File: src/rtl/button_debouncer.sv
// button_debouncer: per-bit synchroniser, bounce filter and edge detector.
// Each bit passes through a 2-flop synchroniser. A new level is accepted only
// after STABLE_CYCLES consecutive synchronised samples differ from the current
// debounced state. Each accepted edge emits a one-cycle pressed or released pulse.
// Optional feature macro: DEBOUNCE_REPEAT_EN adds auto-repeat pressed pulses
// while a button is held (first after REPEAT_DELAY cycles, then every
// REPEAT_PERIOD cycles).
module button_debouncer #(
    parameter int SIZE          = 1,
    parameter int STABLE_CYCLES = 50000,
    parameter int REPEAT_DELAY  = 25000000,
    parameter int REPEAT_PERIOD = 5000000
) (
    input  logic            clk,
    input  logic            rst,
    input  logic [SIZE-1:0] in,
    output logic [SIZE-1:0] state,
    output logic [SIZE-1:0] pressed,
    output logic [SIZE-1:0] released
);

    localparam int CW = $clog2(STABLE_CYCLES + 1);
    localparam logic [CW-1:0] CNT_LAST = CW'(STABLE_CYCLES - 1);
    localparam logic [CW-1:0] CNT_ONE  = CW'(1);

    logic [SIZE-1:0]         r_s1;
    logic [SIZE-1:0]         r_s2;
    logic [SIZE-1:0][CW-1:0] r_cnt;
    logic [SIZE-1:0]         w_accept;

`ifdef DEBOUNCE_REPEAT_EN
    localparam int RMAX = (REPEAT_DELAY > REPEAT_PERIOD) ? REPEAT_DELAY : REPEAT_PERIOD;
    localparam int RW   = $clog2(RMAX + 1);
    localparam logic [RW-1:0] RPT_DELAY_LAST  = RW'(REPEAT_DELAY - 1);
    localparam logic [RW-1:0] RPT_PERIOD_LAST = RW'(REPEAT_PERIOD - 1);
    localparam logic [RW-1:0] RPT_ONE         = RW'(1);

    // r_per marks that the first (delayed) repeat has already fired
    logic [SIZE-1:0][RW-1:0] r_rpt;
    logic [SIZE-1:0]         r_per;
    logic [SIZE-1:0][RW-1:0] w_rpt_last;
`else
    // Repeat timing is not used in this build; fold it into a deliberately unused net
    logic w_unused_repeat_cfg;
    assign w_unused_repeat_cfg = ^{REPEAT_DELAY, REPEAT_PERIOD};
`endif

    // Two-flop synchroniser on every raw input bit
    always_ff @(posedge clk or posedge rst) begin
        if (rst) begin
            r_s1 <= '0;
            r_s2 <= '0;
        end else begin
            r_s1 <= in;
            r_s2 <= r_s1;
        end
    end

    // Acceptance: synchronised level has differed for the full stability window
    always_comb begin
        w_accept = '0;
`ifdef DEBOUNCE_REPEAT_EN
        w_rpt_last = '0;
`endif
        for (int i = 0; i < SIZE; i++) begin
            w_accept[i] = (r_s2[i] != state[i]) && (r_cnt[i] == CNT_LAST);
`ifdef DEBOUNCE_REPEAT_EN
            w_rpt_last[i] = r_per[i] ? RPT_PERIOD_LAST : RPT_DELAY_LAST;
`endif
        end
    end

    // Stability counters, debounced state and one-cycle edge pulses
    always_ff @(posedge clk or posedge rst) begin
        if (rst) begin
            r_cnt    <= '0;
            state    <= '0;
            pressed  <= '0;
            released <= '0;
`ifdef DEBOUNCE_REPEAT_EN
            r_rpt    <= '0;
            r_per    <= '0;
`endif
        end else begin
            pressed  <= '0;
            released <= '0;
            for (int i = 0; i < SIZE; i++) begin
                if (w_accept[i]) begin
                    state[i]    <= r_s2[i];
                    r_cnt[i]    <= '0;
                    pressed[i]  <= r_s2[i];
                    released[i] <= ~r_s2[i];
`ifdef DEBOUNCE_REPEAT_EN
                    // A press restarts repeat timing; a release cancels it
                    r_rpt[i]    <= '0;
                    r_per[i]    <= 1'b0;
`endif
                end else begin
                    // Any sample matching the current state discards progress
                    if (r_s2[i] == state[i]) begin
                        r_cnt[i] <= '0;
                    end else begin
                        r_cnt[i] <= r_cnt[i] + CNT_ONE;
                    end
`ifdef DEBOUNCE_REPEAT_EN
                    if (!state[i]) begin
                        r_rpt[i] <= '0;
                        r_per[i] <= 1'b0;
                    end else if (r_rpt[i] == w_rpt_last[i]) begin
                        pressed[i] <= 1'b1;
                        r_rpt[i]   <= '0;
                        r_per[i]   <= 1'b1;
                    end else begin
                        r_rpt[i] <= r_rpt[i] + RPT_ONE;
                    end
`endif
                end
            end
        end
    end

endmodule

File: config.mk
export PLATFORM = sky130hd
export DESIGN_NAME = button_debouncer
export DESIGN_NICKNAME = d
export VERILOG_FILES = /design/src/rtl/button_debouncer.sv
export SDC_FILE = /design/constraint.sdc
export NUM_CORES = 1
export LEC_CHECK = 0
export CORE_MARGIN = 10
export CORE_UTILIZATION = 60
export CTS_CLUSTER_SIZE = 16
export DETAILED_ROUTE_END_ITERATION = 6
export PLACE_DENSITY = 0.86
export REMOVE_ABC_BUFFERS = 1
export SLEW_MARGIN = 0
export SYNTH_ARGS = -nofsm -noshare
export SYNTH_HDL_FRONTEND = slang
export SYNTH_SLANG_ARGS = --single-unit
export TNS_END_PERCENT = 30
File: constraint.sdc
create_clock -name clk -period 5.85 [get_ports clk]
set_input_delay 1.17 -clock clk [delete_from_list [all_inputs] [get_ports clk]]
set_output_delay 1.17 -clock clk [all_outputs]
set_load 0.01 [all_outputs]
==> impl_metrics.env <==
export IMPL_cp_max_fo=5
export IMPL_hold_violations=0
export IMPL_vias_per_cell=5.87
export IMPL_grt_first_pass_wirelength_mm=3.13
export IMPL_clockRootBuffer="clkbuf_4"
export IMPL_cp_arrival_ps=1300
export IMPL_slew_headroom_pct=48.7
export IMPL_die_width_um=59.9
export IMPL_placed_area_mm2=0.00101
export IMPL_drc=0
export IMPL_post_cts_setup_buffers=0
export IMPL_antenna_found_initial=0
export IMPL_antenna_cells=0
export IMPL_cp_data_required_time_ps=4680
export IMPL_io_buffer_count=5
export IMPL_slowest_stage="clkdlybuf4s50_1"
export IMPL_critPathKind="reg -> out"
export IMPL_r2r_start="r_cnt[4]"
export IMPL_avgSynthCellArea_um2=11.0
export IMPL_area_growth_syn_to_layout_pct=8.91
export IMPL_hpwl_mm=1.32
export IMPL_dieArea_mm2=0.00359
export IMPL_multi_input_area_um2=410
export IMPL_ys_ff_latch=21
export IMPL_seq_area_frac_synth_pct=55.0
export IMPL_globalRouteTotalUtil_pct=11.5
export IMPL_crit_path_start="state"
export IMPL_drtIter0Drc=7
export IMPL_synth_warnings=0
export IMPL_rows=14
export IMPL_clkSinkCount=21
export IMPL_drive_gt1_share_pct=7.37
export IMPL_finalCritPeriodShare_pct=42.2
export IMPL_fp_dieH_um=59.9
export IMPL_nets=100
export IMPL_min_from="r_s1"
export IMPL_synth_cell_types=20
export IMPL_final_cell_mix="21 x dfrtp_1, 17 x nor2_1, 10 x xnor2_1"
export IMPL_worstMarginPinSlew_ps=768
export IMPL_grt_pass1_vias=688
export IMPL_setup_violations_final=0
export IMPL_path_delay_family="buffers and inverters"
export IMPL_worstSetupPathDepth=1
export IMPL_maxCapViolCount=0
export IMPL_num_vias=652
export IMPL_holdPathStages=0
export IMPL_initial_core_util_pct=63.4
export IMPL_ant_nets=0
export IMPL_p_leak_uw=0.000424
export IMPL_r2r_end="state"
export IMPL_outcome="finished clean"
export IMPL_clkLatencyLatePin_ps=300
export IMPL_drt_first_pass_iters=3
export IMPL_syn_inst=87
export IMPL_power_density_mw_per_mm2=219
export IMPL_stdcell_area_mm2=0.00104
export IMPL_cp_end_kind="output pin"
export IMPL_cts_inserted_buffers=3
export IMPL_clk_path_buf_depth=2
export IMPL_worstSetupEndpoint="state"
export IMPL_startpoint_type="flip-flop"
export IMPL_cp_cell_sequence="clkdlybuf4s50_1"
export IMPL_core_region_area_mm2=0.00151
export IMPL_max_stage_delay_ps=570
export IMPL_drv_slew=0
export IMPL_grt_max_degree=22
export IMPL_skew_ps=0.507
export IMPL_ff2ff_path_depth=3
export IMPL_min_path_type="reg -> reg"
export IMPL_layout_commonest_cell="dfrtp_1"
export IMPL_timing_fmax_mhz=405
export IMPL_power_uw=228
export IMPL_final_util_pct=69.0
export IMPL_regArea_um2=526
export IMPL_netlist_area_um2=955
export IMPL_worst_path_buf_inv=1
export IMPL_post_cts_resized=0
export IMPL_htree_levels=1
export IMPL_grt_overflow=0
export IMPL_finalSetupTns_ps=0
export IMPL_r2r_setup_slack_ps=3820
export IMPL_totalWireLength_mm=1.80
export IMPL_cts_hold_buf=0
export IMPL_routabilityCongestion=0.837
export IMPL_ir_drop_v=0.000130
export IMPL_rsz0062_at_grt="false"
export IMPL_path_clk_slew_ps=110
export IMPL_period_minus_slack_ps=2470
export IMPL_tritoncts="built"
export IMPL_fillers=125
export IMPL_post_drt_wl_per_cell_um=16.2
export IMPL_ios=6
## cells in the mapped netlist, drive strengths merged
cell type,number,area [um2]
nor3,3,15.0
buf,1,11.3
or4,1,11.3
inv,2,7.51
nand3,5,25.0
xor2,5,43.8
nand4b,1,8.76
nand4,4,25.0
or4b,2,20.0
and3,1,7.51
xnor2,10,87.6
nor4,4,25.0
dfrtp,21,526
nor2,17,63.8
mux2,1,15.0
nand2,5,26.3
and4,1,8.76
nor3b,2,15.0
ha,1,12.5
## cell type report
type | instances | area share, %
clock buffer | 4 | 2.53
inverter | 2 | 0.722
multi-input combinational | 63 | 39.5
sequential | 21 | 50.5
tap | 16 | 1.93
timing repair buffer | 5 | 4.81
## state kept, by name (all words and copies together), names as in the netlist
name	cells
r_s2	1
r_s1	1
released	1
state	1
r_cnt	16
pressed	1
## where the power goes
group / total, uW / internal [uW] / switching (uW)
logic: 9.42 / 3.43 / 5.98
registers: 150 / 147 / 2.86
clock network: 68.1 / 26.6 / 41.5
total: 228 / 177 / 50.3
## metal layers
metal  share of wire, %  up-vias  GRT usage (%)  wire length (um)
li1                   -      315              -                 -
met1                 41      327           12.3               741
met2                 55        7           19.9               989
met3                3.4        3           5.08                62
met4               0.50        0           2.88                 9
met5                  0        -              0                 0
## worst min-delay path by stage
stage | to | slack, ps
finish | r_s2 | 360
global route | r_s2 | 380
CTS | r_s2 | 370
detailed placement | r_s2 | 350
global placement | r_s2 | 330
floorplan | r_s2 | 330
## stage by stage
| stage | instances | hold WS [ps] | worst slack (ps) |
|---|---|---|---|
| after global placement | 107 | 335 | 3730 |
| after global routing | 111 | 375 | 3330 |
| after CTS | 111 | 372 | 3360 |
| final | 111 | 365 | 3380 |
| after floorplan | 86 | 331 | 3920 |
| after detailed placement | 107 | 346 | 3680 |
## cell families after synthesis
kind of cell               Yosys count  synth area share, %
adders and majority gates            1                 1.31
buffers and inverters                3                 1.97
and+or+nand+nor                     46                 26.3
xor gates and xnor gates            15                 13.8
DFF                                 21                 55.0
muxes                                1                 1.57
(Power assumes the default switching activity.)
